[src/rtl/avmm_cmd_pkg.sv]
// Shared types and width helpers for the Avalon-MM command writer.
package avmm_cmd_pkg;

  typedef enum logic [0:0] {
    IDLE  = 1'b0,
    WRITE = 1'b1
  } state_t;

  localparam int CMD_ADDR_W = 8;
  localparam int CMD_DATA_W = 32;
  localparam int WR_COUNT_W = 16;

  typedef struct packed {
    logic [CMD_ADDR_W-1:0] address;
    logic [CMD_DATA_W-1:0] writedata;
  } cmd_t;

  function automatic int wait_cnt_w(input int max_wait);
    return $clog2(max_wait + 1);
  endfunction

endpackage

[src/rtl/avmm_cmd_writer_fifo.sv]
// Synchronous command FIFO; the extra pointer bit separates full from empty.
module cmd_fifo
  import avmm_cmd_pkg::*;
#(
  parameter int  DEPTH = 4,
  parameter type T     = cmd_t
) (
  input  logic clk,
  input  logic rst_n,
  input  logic push,
  input  T     wdata,
  input  logic pop,
  output T     rdata,
  output logic full,
  output logic empty
);

  localparam int PTR_W = $clog2(DEPTH) + 1;

  logic [PTR_W-1:0] wr_ptr_r;
  logic [PTR_W-1:0] rd_ptr_r;
  T                 mem_r [DEPTH];
  logic             do_push_s;
  logic             do_pop_s;

  assign empty     = (wr_ptr_r == rd_ptr_r);
  assign full      = (wr_ptr_r[PTR_W-1] != rd_ptr_r[PTR_W-1]) &&
                     (wr_ptr_r[PTR_W-2:0] == rd_ptr_r[PTR_W-2:0]);
  assign do_push_s = push && !full;
  assign do_pop_s  = pop && !empty;
  assign rdata     = mem_r[rd_ptr_r[PTR_W-2:0]];

  // Pointer update
  always_ff @(posedge clk or negedge rst_n) begin
    if (!rst_n) begin
      wr_ptr_r <= '0;
      rd_ptr_r <= '0;
    end else begin
      if (do_push_s) begin
        wr_ptr_r <= wr_ptr_r + PTR_W'(1);
      end else begin
        wr_ptr_r <= wr_ptr_r;
      end
      if (do_pop_s) begin
        rd_ptr_r <= rd_ptr_r + PTR_W'(1);
      end else begin
        rd_ptr_r <= rd_ptr_r;
      end
    end
  end

  // Storage write; contents are don't-care while the FIFO is empty
  always_ff @(posedge clk) begin
    if (do_push_s) begin
      mem_r[wr_ptr_r[PTR_W-2:0]] <= wdata;
    end
  end

endmodule

[src/rtl/avmm_cmd_writer.sv]
// Avalon-MM write master: buffers {address, data} commands and issues one
// write per command with waitrequest handling and a stall timeout.
module avmm_cmd_writer
  import avmm_cmd_pkg::*;
#(
  parameter int ADDR_W     = 8,
  parameter int DATA_W     = 32,
  parameter int FIFO_DEPTH = 4,
  parameter int MAX_WAIT   = 255
) (
  input  logic                  clk,
  input  logic                  reset_reset_n,
  input  logic                  cmd_valid,
  output logic                  cmd_ready,
  input  logic [ADDR_W-1:0]     cmd_address,
  input  logic [DATA_W-1:0]     cmd_writedata,
  output logic [ADDR_W-1:0]     avm_address,
  output logic                  avm_write,
  output logic [DATA_W-1:0]     avm_writedata,
  input  logic                  avm_waitrequest,
  output logic                  busy,
  output logic [WR_COUNT_W-1:0] wr_count,
  output logic                  timeout_err,
  input  logic                  err_clr
);

  localparam int WAIT_W = wait_cnt_w(MAX_WAIT);
  localparam logic [WAIT_W-1:0] WAIT_LAST = WAIT_W'(MAX_WAIT - 1);

  typedef struct packed {
    logic [ADDR_W-1:0] address;
    logic [DATA_W-1:0] writedata;
  } cmd_w_t;

  state_t              state_r;
  logic [WAIT_W-1:0]   wait_cnt_r;
  cmd_w_t              fifo_in_s;
  cmd_w_t              fifo_out_s;
  logic                fifo_full_s;
  logic                fifo_empty_s;
  logic                push_s;
  logic                pop_s;
  logic                done_s;
  logic                timeout_s;

  assign fifo_in_s = '{address: cmd_address, writedata: cmd_writedata};
  assign cmd_ready = !fifo_full_s;
  assign push_s    = cmd_valid && !fifo_full_s;
  assign busy      = !fifo_empty_s || (state_r == WRITE);

  cmd_fifo #(
    .DEPTH (FIFO_DEPTH),
    .T     (cmd_w_t)
  ) u_fifo (
    .clk   (clk),
    .rst_n (reset_reset_n),
    .push  (push_s),
    .wdata (fifo_in_s),
    .pop   (pop_s),
    .rdata (fifo_out_s),
    .full  (fifo_full_s),
    .empty (fifo_empty_s)
  );

  // Decode transfer completion, timeout and FIFO pop for this edge
  always_comb begin
    done_s    = 1'b0;
    timeout_s = 1'b0;
    pop_s     = 1'b0;
    case (state_r)
      IDLE: begin
        pop_s = !fifo_empty_s;
      end
      WRITE: begin
        if (!avm_waitrequest) begin
          done_s = 1'b1;
          pop_s  = !fifo_empty_s;
        end else if (wait_cnt_r == WAIT_LAST) begin
          timeout_s = 1'b1;
        end else begin
          timeout_s = 1'b0;
        end
      end
      default: begin
        pop_s = 1'b0;
      end
    endcase
  end

  // FSM and Avalon output registers
  always_ff @(posedge clk or negedge reset_reset_n) begin
    if (!reset_reset_n) begin
      state_r       <= IDLE;
      wait_cnt_r    <= '0;
      avm_write     <= 1'b0;
      avm_address   <= '0;
      avm_writedata <= '0;
    end else begin
      case (state_r)
        IDLE: begin
          if (pop_s) begin
            avm_address   <= fifo_out_s.address;
            avm_writedata <= fifo_out_s.writedata;
            avm_write     <= 1'b1;
            wait_cnt_r    <= '0;
            state_r       <= WRITE;
          end else begin
            avm_write <= 1'b0;
          end
        end
        WRITE: begin
          if (done_s && pop_s) begin
            // Back-to-back: next command loads on the completion edge
            avm_address   <= fifo_out_s.address;
            avm_writedata <= fifo_out_s.writedata;
            avm_write     <= 1'b1;
            wait_cnt_r    <= '0;
          end else if (done_s || timeout_s) begin
            avm_write <= 1'b0;
            state_r   <= IDLE;
          end else begin
            wait_cnt_r <= wait_cnt_r + WAIT_W'(1);
          end
        end
        default: begin
          avm_write <= 1'b0;
          state_r   <= IDLE;
        end
      endcase
    end
  end

  // Completed-write counter and sticky timeout flag (set beats clear)
  always_ff @(posedge clk or negedge reset_reset_n) begin
    if (!reset_reset_n) begin
      wr_count    <= '0;
      timeout_err <= 1'b0;
    end else begin
      if (done_s) begin
        wr_count <= wr_count + WR_COUNT_W'(1);
      end else begin
        wr_count <= wr_count;
      end
      if (timeout_s) begin
        timeout_err <= 1'b1;
      end else if (err_clr) begin
        timeout_err <= 1'b0;
      end else begin
        timeout_err <= timeout_err;
      end
    end
  end

endmodule

[config.mk]
export PLATFORM = sky130hd
export DESIGN_NAME = avmm_cmd_writer
export DESIGN_NICKNAME = d
export VERILOG_FILES = /design/src/rtl/avmm_cmd_pkg.sv /design/src/rtl/avmm_cmd_writer_fifo.sv /design/src/rtl/avmm_cmd_writer.sv
export SDC_FILE = /design/constraint.sdc
export NUM_CORES = 1
export LEC_CHECK = 0
export BUFFER_PORTS_ARGS = -buffer_cell sky130_fd_sc_hd__buf_4
export CORE_ASPECT_RATIO = 1.1
export CORE_UTILIZATION = 50
export DETAILED_ROUTE_END_ITERATION = 10
export PLACE_DENSITY = 0.7
export REMOVE_ABC_BUFFERS = 1
export SLEW_MARGIN = 15
export SYNTH_ARGS = -nofsm -noshare
export SYNTH_HDL_FRONTEND = slang
export SYNTH_SLANG_ARGS = --single-unit
[constraint.sdc]
create_clock -name clk -period 3.7 [get_ports clk]
set_input_delay 0.37 -clock clk [delete_from_list [all_inputs] [get_ports clk]]
set_output_delay 0.37 -clock clk [all_outputs]
set_load 0.02 [all_outputs]
== Yosys cells after proc, flatten, opt, wreduce, memory -nomap -nowiden ==
Memory sizes are Yosys's and may differ from the RTL's.
Cells that the tools add are included.

* Add/subtract/negate cells: 4
* Multiplexer cells: 28
* Eq/ne operators: 8
* Bitwise operators: 1
* Reduce and logical (&&, ||, !) cells: 12

{| class="wikitable"
|+ Operator list
! cell !! count
|-
| 32-bit two-way mux || 2
|-
| 32-bit one-hot mux with 2 select lines || 1
|-
| 8-bit two-way mux || 5
|-
| 8-bit one-hot mux with 2 select lines || 2
|-
| 16-bit by 1-bit adder with 16-bit output, second input constant || 1
|-
| 1-bit two-way mux || 15
|-
| 8-bit by 1-bit adder with 8-bit output, second input constant || 1
|-
| 8-bit equality test, second input constant || 1
|-
| 3-bit by 1-bit adder with 3-bit output, second input constant || 2
|-
| 1-bit one-hot mux with 2 select lines || 3
|-
| 1-bit logical AND || 5
|-
| 2-bit AND reduction || 2
|-
| 3-bit equality test || 1
|-
| 3-bit by 1-bit != test with 1-bit output, second input constant || 1
|-
| 3-bit != test, second input constant || 1
|-
| 2-bit equality test || 1
|-
| 1-bit logical NOT || 2
|-
| 1-bit logical OR || 2
|-
| 2-bit by 1-bit != test with 1-bit output, second input constant || 1
|-
| 2-bit != test, second input constant || 1
|-
| 2-bit nonzero test || 1
|-
| 1-bit != test || 1
|-
| 1-bit inverter || 1
|}

* Flip-flop bits (word level): 73
* Bits of input ports: 45
* Bits in writable memories: 160
* Word-level logic and storage cells: 63
* Memories kept: 1
* Output and inout bits: 60

{| class="wikitable"
|+ Memory list
! memory !! words !! width !! rd ports !! clocked after Yosys merged registers in !! wr ports !! line !! text
|-
| u_fifo.mem_r || 4 || 40 || 1 || 0 || 1 || avmm_cmd_writer_fifo.sv:22 || <nowiki>T mem_r [DEPTH];</nowiki>
|}

== Longest topological paths before layout ==
* Depth after elaboration: 8
* Gate-level depth with buffers: 7
* Mapped depth without buffers: 6

== Modules after synthesis ==
From an unflattened synthesis, not the netlist that was laid out.

* Cell total of the unflattened synthesis: 458
* Area total of the unflattened synthesis: 9,223.8 um^2

{| class="wikitable"
|+ Modules (own cells, without submodules)
! module !! cells an instance !! times used !! seq. area each (um^2) !! area an instance (um^2)
|-
| cmd_fifo || 258 || 1 || 4,954.8 || 6,282.3
|-
| avmm_cmd_writer || 200 || 1 || 1,676.6 || 2,941.6
|}

== Least setup slack after synthesis ==
OpenSTA, ideal clock, no wires.

* Path type: register to register
* From: register u_fifo.wr_ptr_r[2]
* To: memory u_fifo.mem_r[3][0] in the netlist's numbering (enable)
* Arrival: 2,119 ps
* Cell stages (with the launch flop): 4
* Setup slack: 1,179 ps
* Period minus slack after synthesis: 2,521 ps
* Path buffers: 0
* Library setup time: 403 ps
* Required time: 3,297 ps
* Path through: dfrtp_1 > xnor2_1 > nand3b_1 > and3_1

* Word-level cells in the longest chain between the ends: 7

{| class="wikitable"
|+ Ends and longest elaborated chain
! what !! line !! text
|-
| from (decl) || avmm_cmd_writer_fifo.sv:20 || <nowiki>logic [PTR_W-1:0] wr_ptr_r;</nowiki>
|-
| from (signal assigned) || avmm_cmd_writer_fifo.sv:40 || <nowiki>wr_ptr_r <= wr_ptr_r + PTR_W'(1);</nowiki>
|-
| from (signal assigned) || avmm_cmd_writer_fifo.sv:42 || <nowiki>wr_ptr_r <= wr_ptr_r;</nowiki>
|-
| 1-bit != test * || avmm_cmd_writer_fifo.sv:27 || <nowiki>assign full = (wr_ptr_r[PTR_W-1] != rd_ptr_r[PTR_W-1]) &&</nowiki>
|-
| 1-bit logical AND * || avmm_cmd_writer_fifo.sv:27 ||
|-
| 1-bit logical NOT * || - ||
|-
| net cmd_ready || avmm_cmd_writer.sv:14 || <nowiki>output logic cmd_ready,</nowiki>
|-
| 1-bit logical AND || avmm_cmd_writer.sv:48 || <nowiki>assign push_s = cmd_valid && !fifo_full_s;</nowiki>
|-
| 1-bit logical AND * || avmm_cmd_writer_fifo.sv:29 || <nowiki>assign do_push_s = push && !full;</nowiki>
|-
| 1-bit two-way mux * || avmm_cmd_writer_fifo.sv:54 || <nowiki>if (do_push_s) begin</nowiki>
|-
| 1-bit two-way mux (not written as such) * || avmm_cmd_writer_fifo.sv:55 || <nowiki>mem_r[wr_ptr_r[PTR_W-2:0]] <= wdata;</nowiki>
|-
| to (decl) || avmm_cmd_writer_fifo.sv:22 ||
|}

Mark *: on every way through the listed nets, which the timed path passes. The rest lies on a longest branch.

== Final worst setup path ==
* From: register u_fifo.wr_ptr_r[2]
* To: memory u_fifo.mem_r[3][12] in the netlist's numbering (enable)

* Word-level cells in the longest chain between the ends: 7

{| class="wikitable"
|+ Ends and longest elaborated chain
! what !! line
|-
| 1-bit != test * || avmm_cmd_writer_fifo.sv:27
|-
| 1-bit logical AND * || avmm_cmd_writer_fifo.sv:27
|-
| 1-bit logical NOT * || avmm_cmd_writer_fifo.sv:29, avmm_cmd_writer.sv:48
|-
| 1-bit logical AND || avmm_cmd_writer.sv:48
|-
| 1-bit logical AND * || avmm_cmd_writer_fifo.sv:29
|-
| 1-bit two-way mux * || avmm_cmd_writer_fifo.sv:54
|-
| 1-bit two-way mux (not written as such) * || avmm_cmd_writer_fifo.sv:55
|}

Mark *: on every way between the ends. The rest lies on a longest branch, timed or not.

==> out/metrics.csv <==
stage,metric,value,unit
sta,worst-margin pin slew,1112,ps
cts,CTS H-tree depth,1,
placement,Detailed Place HPWL,8951,microns
setup_path,startpoint types,flop,
yosys,top-area cell type share of the netlist area,53.40,%
drt,Vias,4313,
drt,Detailed Route WL,15410,microns
power,pwr/cell area,890.1,nW/um^2
setup_path,crit-path cells,xnor2_1 > nand3b_1 > and3_2 > buf_4,
setup_path,Crit path arrival time,2560,ps
yosys,register area share after synthesis,73.70,%
yosys,Yosys Warn Count,0,
sta,RSZ-0062 raised after global routing,false,
setup_path,Crit path required time,3870,ps
setup_path,Worst Path Max Fanout,21,
setup_path,WP depth,4,
sta,Setup Skew,8.378,ps
flow_run,max-cap violation count,0,
cts,cts-stage hold buffer count,0,
sta,post-route setup slack,1309,ps
yosys,top area cells in the synthesized netlist,"edfxtp_1 (53%), dfrtp_1 (20%), mux4_2 (10%), mux2_4 (6.7%), xnor2_1 (1.6%)",
sta,final worst path period share,64.61,%
yosys,#FFs+latches synth,233,
finish,Synth-to-Final Area Change,20.69,%
die,# rows,51,
sta,Slew HR,25.88,%
cts,Max Buffers Root-to-Sink,3,
placement,number of I/O port buffers,104,
global_route,vias in the first global route,4473,
setup_path,Crit path largest cell delay,610,ps
yosys,Post-synth ARST share,31.33,%
cts,Root Driver,clkbuf_16,
run_status,status,finished with violations,
power,Leak Pwr,4.200,nW
cts,Resized cells post-CTS,0,
drt,drt initial violations,140,
cts,Worst-path clk slew,60,ps
global_route,initial antenna violation count,0,
cts,worst skew pair latency,500,ps
setup_path,critical path class,flop to flop,
finish,nets,608,
sta,clock period minus worst slack,2391,ps
yosys,prevailing post-synth register cell,edfxtp_1,
finish,fillers,1321,
setup_path,Setup crit end kind,flop,
finish,ant diodes,0,
cts,buffer count from post-CTS setup fixing,0,
die,Core Area,17680,sq um
sta,final hold vios,0,
sta,Final setup viols,0,
sta,Final Max Slew Viols,0,
power,Final Power,9.666,mW
yosys,Post-synth EDFFs,160,
finish,layout cell share with drive strength beyond 1,41.88,%
yosys,Gate Count Post-Synth,435,
yosys,Syn Std Cell Area,8997,sq um
setup_path,CP bufs+invs,1,
drt,Final ANT Viol Nets,0,
setup_path,Reg2Reg Depth,4,
yosys,Yosys cell types,39,
global_route,total congestion overflow,0,
run_status,failing checks,design-rule violations,
sta,maximum operating frequency,0.4183,GHz
die,die area,18540,sq um
setup_path,"CP delay by family, top",simple AND/OR/NAND/NOR gates,
finish,Final Util,61.44,%
global_route,largest net degree at the start of global routing,74,
placement,area of placed instances,10030,sq um
cts,CTS Buf Count,24,
setup_path,slowest CP cell,and3_2,
die,initial core utilization,50.90,%
global_route,Global Route Usage Sum,17.38,%
die,Vert. Die Dim,142.7,microns
drt,1st-pass router iterations,7,
yosys,Syn Area/Cell,20.68,sq um
global_route,first-pass GRT wire length,23860,microns
yosys,cell taking the most area after synthesis,edfxtp_1,
die,I/O Pins,105,
placement,routability cong.,0.7512,
cts,clock tree sinks,233,
drt,vias per inst,5.318,
drt,Remaining DRCs,2,
die,die width,129.9,microns
hold_path,hold crit path type,primary input to async pin,
drt,WL per Instance,19.00,microns
finish,fin area,10860,sq um
placement,pre-CTS WS,1291,ps
cts,CTS tree,built,
sta,hold_ws,18.67,ps
power,worst vdd ir,586.9,uV
==> synthesized netlist by cell type (2+ instances only) <==
library cell / number
o21ai_0: 2
clkbuf_1: 4
xor2_1: 9
nand4_1: 6
buf_6: 4
edfxtp_1: 160
mux2_4: 40
a21oi_1: 3
nor2_1: 5
dfrtp_1: 73
or3_1: 2
and3_1: 7
nand3_1: 9
mux4_2: 40
buf_2: 7
nand2_1: 8
nand3b_1: 2
ha_1: 8
and4_1: 2
mux2_2: 3
and2_1: 2
o21bai_1: 2
xnor2_1: 16
inv_1: 6
==> final cells by class <==
class	count	area [sq um]	share of cell area [%]
timing repair buffer	110	825.8	7.605
sequential	233	6636	61.11
clock inverter	14	156.4	1.440
multi-input combinational	180	2246	20.68
tap	238	297.8	2.742
clock buffer	30	674.4	6.210
inverter	6	22.52	0.2074
==> cells by family (layout without fill, tap and decap cells) <==
group	Yosys count	after routing	share of synthesized area, %
AO/OA/AOI/OAI	13	13	1.071
XOR/XNOR	25	25	2.434
adder cells (fa/ha/maj)	8	8	1.113
buffers and inverters	22	160	1.391
flip-flops	233	233	73.70
multiplexers	84	84	17.17
AND/OR/NAND/NOR	50	50	3.115
==> sequential cells by signal, summed over array words and instances, names as in the netlist, 3 cells and up <==
register and cells:
avm_writedata 32, wait_cnt_r 8, u_fifo.rd_ptr_r 3, avm_address 8, wr_count 16, u_fifo.wr_ptr_r 3, u_fifo.mem_r 160
==> metal layers <==
layer	routed length (microns)	share of wire (%)	track usage, %
met2	7710	50	29.78
met3	947	6.1	3.747
met1	6489	42	22.20
met4	261	1.7	5.263
met5	0	0	0
==> path summary, 6_finish.rpt <==
| check | from | endpoint | slack (ps) |
|---|---|---|---|
| min in group clk | err_clr | timeout_err | 50 |
| worst max-delay path | u_fifo.wr_ptr_r[2] | u_fifo.mem_r[3][12] | 1310 |
| worst min-delay path | reset_reset_n | avm_writedata[9] | 20 |
| worst max register to register | u_fifo.wr_ptr_r[2] | u_fifo.mem_r[3][12] | 1310 |
| max in group asynchronous | reset_reset_n | u_fifo.rd_ptr_r[0] | 2940 |
| worst min register to register | wr_count[15] | wr_count[15] | 490 |
==> stage by stage <==
| stage | cells | setup TNS (ps) |
|---|---|---|
| 2_1_floorplan | 419 | -62780 |
| 3_3_place_gp | 767 | 0 |
| 3_5_place_dp | 767 | 0 |
| 4_1_cts | 811 | 0 |
| 5_1_grt | 811 | 0 |
| 6_report | 811 | 0 |
==> cell usage in the layout (no fill, tap or decap), drive strengths merged, types with 2 or more instances in the layout <==
cell    synthesis  layout
nand3b          2       2
o21ai           3       3
clkinv          0      10
edfxtp        160     160
mux2           43      43
o21bai          2       2
dfrtp          73      73
nor2            5       5
or3             2       2
and4            2       2
bufinv          0       3
nand4           6       6
buf            12     110
nand2           8       8
nand3           9       9
xnor2          16      16
and2            2       2
a21oi           3       3
and3            7       7
clkbuf          4      30
inv             6       6
ha              8       8
xor2            9       9
mux4           40      40
==> report_power, final <==
group | switching [mW] | total, mW | internal (mW) | leakage, nW
registers | 0.341 | 3.94 | 3.60 | 2.36
clock network | 0.964 | 2.47 | 1.50 | 0.412
logic | 1.56 | 3.26 | 1.69 | 1.43
Note: power is estimated with default switching activity, not from simulation.
